==> src/rtl/parity_ctrl_pkg.sv <==
// Shared types for the parity frame controller: FSM state encodings, requester ID
// and the round-robin grant helper.
package parity_ctrl_pkg;

    localparam int REQ_COUNT = 2;

    typedef enum logic [1:0] {
        IDLE  = 2'd0,
        CLR   = 2'd1,
        SHIFT = 2'd2,
        DONE  = 2'd3
    } ctrl_state_t;

    typedef enum logic {
        EVEN = 1'b0,
        ODD  = 1'b1
    } par_state_t;

    typedef logic req_id_t;

    // On contention the requester that was not served last wins.
    function automatic logic [REQ_COUNT-1:0] rr_grant(
        input logic [REQ_COUNT-1:0] valid,
        input req_id_t              last_grant
    );
        logic [REQ_COUNT-1:0] grant;
        grant = '0;
        case (valid)
            2'b01:   grant = 2'b01;
            2'b10:   grant = 2'b10;
            2'b11:   grant = (last_grant == 1'b1) ? 2'b01 : 2'b10;
            default: grant = 2'b00;
        endcase
        return grant;
    endfunction

endpackage

==> src/rtl/parity_serial_fsm.sv <==
// Serial parity engine: a two-state machine toggling on every enabled 1 bit;
// clr returns it to EVEN.
module parity_serial_fsm
    import parity_ctrl_pkg::*;
(
    input  logic clk,
    input  logic reset,
    input  logic clr,
    input  logic en,
    input  logic din,
    output logic par
);

    par_state_t state;
    par_state_t state_next;

    always_ff @(posedge clk) begin
        if (!reset) begin
            state <= EVEN;
        end else begin
            state <= state_next;
        end
    end

    always_comb begin
        state_next = state;
        if (clr) begin
            state_next = EVEN;
        end else if (en && din) begin
            state_next = (state == EVEN) ? ODD : EVEN;
        end
    end

    assign par = (state == ODD);

endmodule

==> src/rtl/parity_frame_controller.sv <==
// Round-robin front end that feeds words LSB-first into one shared serial parity engine.
// Define PARITY_FRAME_CTRL_ODD_EN to report odd parity instead of even parity.
module parity_frame_controller
    import parity_ctrl_pkg::*;
#(
    parameter int WIDTH = 3
) (
    input  logic                 clk,
    input  logic                 reset,
    input  logic [REQ_COUNT-1:0] req_valid,
    output logic [REQ_COUNT-1:0] req_ready,
    input  logic [WIDTH-1:0]     req_data0,
    input  logic [WIDTH-1:0]     req_data1,
    output logic                 res_valid,
    input  logic                 res_ready,
    output logic                 res_id,
    output logic [WIDTH-1:0]     res_data,
    output logic                 res_parity,
    output logic                 ser_bit,
    output logic                 busy
);

    localparam int CNT_W = 6;

`ifdef PARITY_FRAME_CTRL_ODD_EN
    localparam logic PAR_INV = 1'b1;
`else
    localparam logic PAR_INV = 1'b0;
`endif

    ctrl_state_t          state;
    ctrl_state_t          state_next;
    req_id_t              last_grant;
    req_id_t              id_q;
    logic [WIDTH-1:0]     shreg;
    logic [WIDTH-1:0]     data_q;
    logic [CNT_W-1:0]     bit_cnt;
    logic [REQ_COUNT-1:0] grant;
    req_id_t              grant_id;
    logic                 accept;
    logic                 last_bit;
    logic                 eng_par;

    assign grant    = rr_grant(req_valid, last_grant);
    assign grant_id = grant[1];
    assign accept   = (state == IDLE) && (|grant);
    assign last_bit = (bit_cnt == CNT_W'(WIDTH - 1));

    assign req_ready = (state == IDLE && reset) ? grant : '0;

    always_ff @(posedge clk) begin
        if (!reset) begin
            state <= IDLE;
        end else begin
            state <= state_next;
        end
    end

    always_comb begin
        state_next = state;
        case (state)
            IDLE:    if (accept) state_next = CLR;
            CLR:     state_next = SHIFT;
            SHIFT:   if (last_bit) state_next = DONE;
            DONE:    if (res_ready) state_next = IDLE;
            default: state_next = IDLE;
        endcase
    end

    // data_q keeps the original word for res_data while shreg is consumed bit by bit
    always_ff @(posedge clk) begin
        if (!reset) begin
            last_grant <= 1'b1;
            id_q       <= 1'b0;
            shreg      <= '0;
            data_q     <= '0;
            bit_cnt    <= '0;
        end else begin
            case (state)
                IDLE: begin
                    if (accept) begin
                        shreg      <= grant_id ? req_data1 : req_data0;
                        data_q     <= grant_id ? req_data1 : req_data0;
                        id_q       <= grant_id;
                        last_grant <= grant_id;
                    end
                end
                CLR: begin
                    bit_cnt <= '0;
                end
                SHIFT: begin
                    shreg   <= shreg >> 1;
                    bit_cnt <= bit_cnt + 1'b1;
                end
                default: begin
                end
            endcase
        end
    end

    parity_serial_fsm u_engine (
        .clk   (clk),
        .reset (reset),
        .clr   (state == CLR),
        .en    (state == SHIFT),
        .din   (shreg[0]),
        .par   (eng_par)
    );

    // The engine is idle in DONE, so its state is the finished parity for the whole hold.
    assign res_valid  = (state == DONE);
    assign res_parity = (state == DONE) & (eng_par ^ PAR_INV);
    assign res_id     = id_q;
    assign res_data   = data_q;
    assign ser_bit    = (state == SHIFT) & shreg[0];
    assign busy       = (state != IDLE);

endmodule

==> config.mk <==
export PLATFORM = sky130hd
export DESIGN_NAME = parity_frame_controller
export DESIGN_NICKNAME = d
export VERILOG_FILES = /design/src/rtl/parity_ctrl_pkg.sv /design/src/rtl/parity_serial_fsm.sv /design/src/rtl/parity_frame_controller.sv
export SDC_FILE = /design/constraint.sdc
export NUM_CORES = 1
export LEC_CHECK = 0
export BUFFER_PORTS_ARGS = -buffer_cell sky130_fd_sc_hd__buf_2
export CORE_MARGIN = 2
export CORE_UTILIZATION = 55
export DETAILED_ROUTE_END_ITERATION = 7
export PLACE_DENSITY = 0.81
export SYNTH_ARGS = -nofsm -noshare
export SYNTH_HDL_FRONTEND = slang
export SYNTH_SLANG_ARGS = --single-unit
==> constraint.sdc <==
create_clock -name clk -period 3.22 [get_ports clk]
set_clock_uncertainty 0.2 [all_clocks]
set_input_delay 0.161 -clock clk [delete_from_list [all_inputs] [get_ports clk]]
set_output_delay 0.161 -clock clk [all_outputs]
set_load 0.005 [all_outputs]
==> Yosys cells after proc, flatten, opt, wreduce, memory -nomap -nowiden <==
Index checks and enable logic that the tools add are counted.
Widths: inputs -> output; s select.
{ "totals": {"ff_bits": 17, "output_inout_bits": 10} }
{ "op_classes": {"n_reduce_logical": 12, "bitwise": 3, "n_mux": 12, "add_sub_neg": 1, "eq_ne": 10} }
{ "ops": {"columns": ["operator", "count"], "rows": [
  ["$pmux 6 s2", 1],
  ["$mux 2", 5],
  ["$eq 2x2->1 const B", 4],
  ["$pmux 2 s4", 1],
  ["$add 6x1->6 const B", 1],
  ["$eq 6x2->1 const B", 1],
  ["$mux 3", 2],
  ["$pmux 2 s3", 1],
  ["$pmux 3 s2", 1],
  ["$reduce_bool 2->1", 3],
  ["$eq 2x1->1 const B", 2],
  ["$ne 2x2->1 const B", 2],
  ["$reduce_and 2->1", 2],
  ["$reduce_or 2->1", 2],
  ["$logic_and 1x1->1", 3],
  ["$reduce_and 3->1", 1],
  ["$and 1x1->1", 2],
  ["$logic_not 2->1", 1],
  ["$ne 2x1->1 const B", 1],
  ["$mux 1", 1],
  ["$not 1->1", 1]
]} }

==> Longest topological paths before layout <==
{ "depth": {"ltp_word": 6, "depth_mapped": 7, "depth_no_buf": 6} }

==> Modules after synthesis <==
A second synthesis with hierarchy kept.
{ "hier_totals": {"cells_unflattened": 105, "hier_area_um2": 907.1} }
{ "by_module_without_submodules": {"columns": ["module", "area_per_inst_um2", "n_inst", "cells_per_inst", "seq_area_each_um2"], "rows": [
  ["parity_frame_controller", 854.6, 1, 100, 320.3],
  ["parity_serial_fsm", 52.6, 1, 5, 20.0]
]} }

==> Least setup slack after synthesis <==
No wires, ideal clock.
{ "synth_path": {"kind": "reg-to-reg", "from": "register state[0]", "to": "register state[0]", "setup_ns": 0.072, "required_time_ns": 2.948, "setup_slack_ns": 1.609, "path_buffers": 0, "path_stages_with_launch": 5, "arrival_ns": 1.340, "path_cell_list": "dfxtp_1 -> inv_1 -> ha_1 -> a222oi_1 -> mux2i_1"} }
{ "synth_via": {"elab_chain_len": 4} }
{ "synth_lines": {"columns": ["item", "line_no", "text"], "rows": [
  ["from (decl)", "parity_frame_controller.sv:31", "ctrl_state_t state;"],
  ["from (signal assigned)", "parity_frame_controller.sv:55", "state <= state_next;"],
  ["$logic_not 2->1", "parity_frame_controller.sv:46, parity_frame_controller.sv:61", null],
  ["$logic_and 1x1->1", "parity_frame_controller.sv:46", "assign accept = (state == IDLE) && (|grant);"],
  ["$ne 2x2->1 (no line)", null, null],
  ["$reduce_and 3->1 (no line)", null, null]
]} }
Several ways; a longest one is shown, not always the timed one.
A chain may end at the register's enable or synchronous reset.

==> Final worst setup path <==
{ "layout_path": {"from": "register state[0]", "to": "register state[1]"} }
Same word-level chain as after synthesis.

==> out/qor.yml <==
power_leakage_nw: 0.471
cp-end-kind: "flop"
worstSetupStartpointType: "flop"
cts_tree: "done"
portBuffers: 20
async_flop_share_pct: 0
vdd_drop_max_uv: 543
stdcell_count: 140
core_area_um2: 1510
rsz0062_at_grt: "false"
drtPass1Iterations: 4
drc: 0
final_common_cell: "buf_2"
final_area_um2: 1030
synth_nets: 121
grt_pass1_vias: 672
ys_warn_count: 0
finalCriticalPeriod_ns: 1.85
ys_ff_latch: 17
dp_hpwl_um: 1250
crit_family: "compound AO/OA/AOI/OAI gates"
fin_crit_sh_pct: 57.4
fin_setup_tns_ns: 0
io_pins: 21
setup_viol: 0
drive_above_1_share_pct: 22.6
die-area_um2: 1960
grt_remaining_overflow: 0
place_area_um2: 1000
clock-sinks: 17
cts_htree_levels: 1
drt_first_iter_violations: 18
crit_path_cell_trace: "inv_1 > ha_1 > a222oi_1 > mux2i_1"
postCtsSetupBuffers: 0
cts_buffer_depth: 2
path_class: "flop to flop"
finalHoldViolations: 0
die_y_um: 44.2
ys_seq_area_share_pct: 38.2
synth_area_per_cell_um2: 8.65
crit_required_ns: 3.23
cts-root-buf: "clkbuf_4"
path_clk_slew_ns: 0.09
cts_inserted_buffers: 3
final_cell_mix: "buf_2 (20), dfxtp_1 (17), nand2_1 (14)"
synthFlopType: "dfxtp_1"
worst-path-max-fanout: 11
ctsResizeCount: 0
dp.cells: 136
nNetsFinal: 143
rows: 14
antenna_found_initial: 0
grt_max_degree: 22
finalWeightedCongestion: 0.809
clkLatencyLatePin_ns: 0.28
critPathArrivalTime_ns: 1.86
syn_inst: 103
routedWlPerCell_um: 11.5
drv_cap: 0
grt_first_pass_wirelength_um: 2790
syn-cell-area_um2: 891
layout_setup_ws_ns: 1.37
slew_viol_final: 0
synth.distinct_cells: 28
wl_um: 1610
status: "completed"
crit_path_top_delay_cell: "a222oi_1"
vias: 739
start_util_pct: 59.1
ant_nets: 0
avgViaCountPerCell: 5.28
path_buf_inv: 1
die_w_um: 44.2
dp_slack_ns: 1.37
tightest_slew_ns: 0.547
hp-class: "primary input to flop"
area_growth_pct: 15.2
insertedDiodeCount: 0
cp_slowest_stage_delay_ns: 0.52
grtUsageTotal_pct: 19.0
slew_headroom_pct: 63.2
ctsHoldBuffers: 0
synth_edf_count: 0
power.density_nw_per_um2: 668
max_freq_ghz: 0.541
-- power by group --
part / total [W] / internal [W] / switching (W)
sequential: 0.000283 / 0.000256 / 0.0000279
clock: 0.000112 / 0.0000481 / 0.0000639
combinational: 0.000290 / 0.000121 / 0.000170
total: 0.000686 / 0.000424 / 0.000261
-- worst register-to-register path, delay by kind of cell, from the launching register on --
| kind | cells | cell delay, ns |
|---|---|---|
| multiplexers | 1 | 0.25 |
| AO/OA/AOI/OAI | 1 | 0.52 |
| adder cells (fa/ha/maj) | 1 | 0.32 |
| flip-flops | 1 | 0.39 |
| buffers and inverters | 1 | 0.10 |
-- state kept, by name, indices dropped and copies added (netlist names) --
signal,flops
bit_cnt,6
last_grant,1
res_data,3
res_id,1
shreg,3
state,2
u_engine.par,1
-- routing by layer --
layer	track usage (%)	part of all wire (%)	up-vias
met4	7.27	1.6	0
met5	0	0	-
met3	3.67	4.6	4
li1	-	-	393
met1	25.2	49	324
met2	30.6	44	18
-- final timing paths --
kind | start | endpoint | slack [ns] | cells past startpoint
setup / recovery | state[0] | state[1] | 1.37 | 4
hold / removal | reset | last_grant | 0.02 | 2
setup reg to reg | state[0] | state[1] | 1.37 | 4
hold reg to reg | res_id | res_id | 0.26 | 2
-- logic make-up after synthesis --
| logic type | count (synthesis) | synth area share [%] |
|---|---|---|
| AO/OA/AOI/OAI | 15 | 11.7 |
| XOR/XNOR | 5 | 4.92 |
| buffers and inverters | 9 | 3.79 |
| flip-flops | 17 | 38.2 |
| adder cells (fa/ha/maj) | 7 | 9.83 |
| AND/OR/NAND/NOR | 45 | 25.7 |
| multiplexers | 5 | 5.90 |
-- cell usage after synthesis (all sizes together), types with 2 or more instances --
library cell	instances	area (um2)
o21ai	6	30.0
and3	2	13.8
nand4	2	12.5
a21oi	2	10.0
inv	6	22.5
o2111ai	2	17.5
a21boi	2	18.8
mux2i	3	30.0
nand2b	4	25.0
dfxtp	17	340
nor2	12	45.0
nand2	14	52.6
and2	4	25.0
xor2	4	35.0
ha	7	87.6
clkbuf	3	11.3
nor3b	3	22.5
mux2	2	22.5
-- stage by stage --
stage / hold WS (ns) / utilization, % / power [W]
2_1_floorplan: 0.124 / - / 0.000497
3_3_place_gp: 0.249 / 66.4 / 0.000571
3_5_place_dp: 0.257 / 66.4 / 0.000580
4_1_cts: 0.00811 / 68.1 / 0.000693
5_1_grt: 0.0464 / 68.1 / 0.000752
6_report: 0.0171 / 68.1 / 0.000686
-- cell type report --
cell class	instances	area, um2
Multi-Input combinational cell	77	517
Fill cell	140	480
Sequential cell	17	340
Timing Repair Buffer	20	100
Clock buffer	4	26.3
Inverter	6	22.5
Tap cell	16	20.0
(Power assumes the default switching activity.)
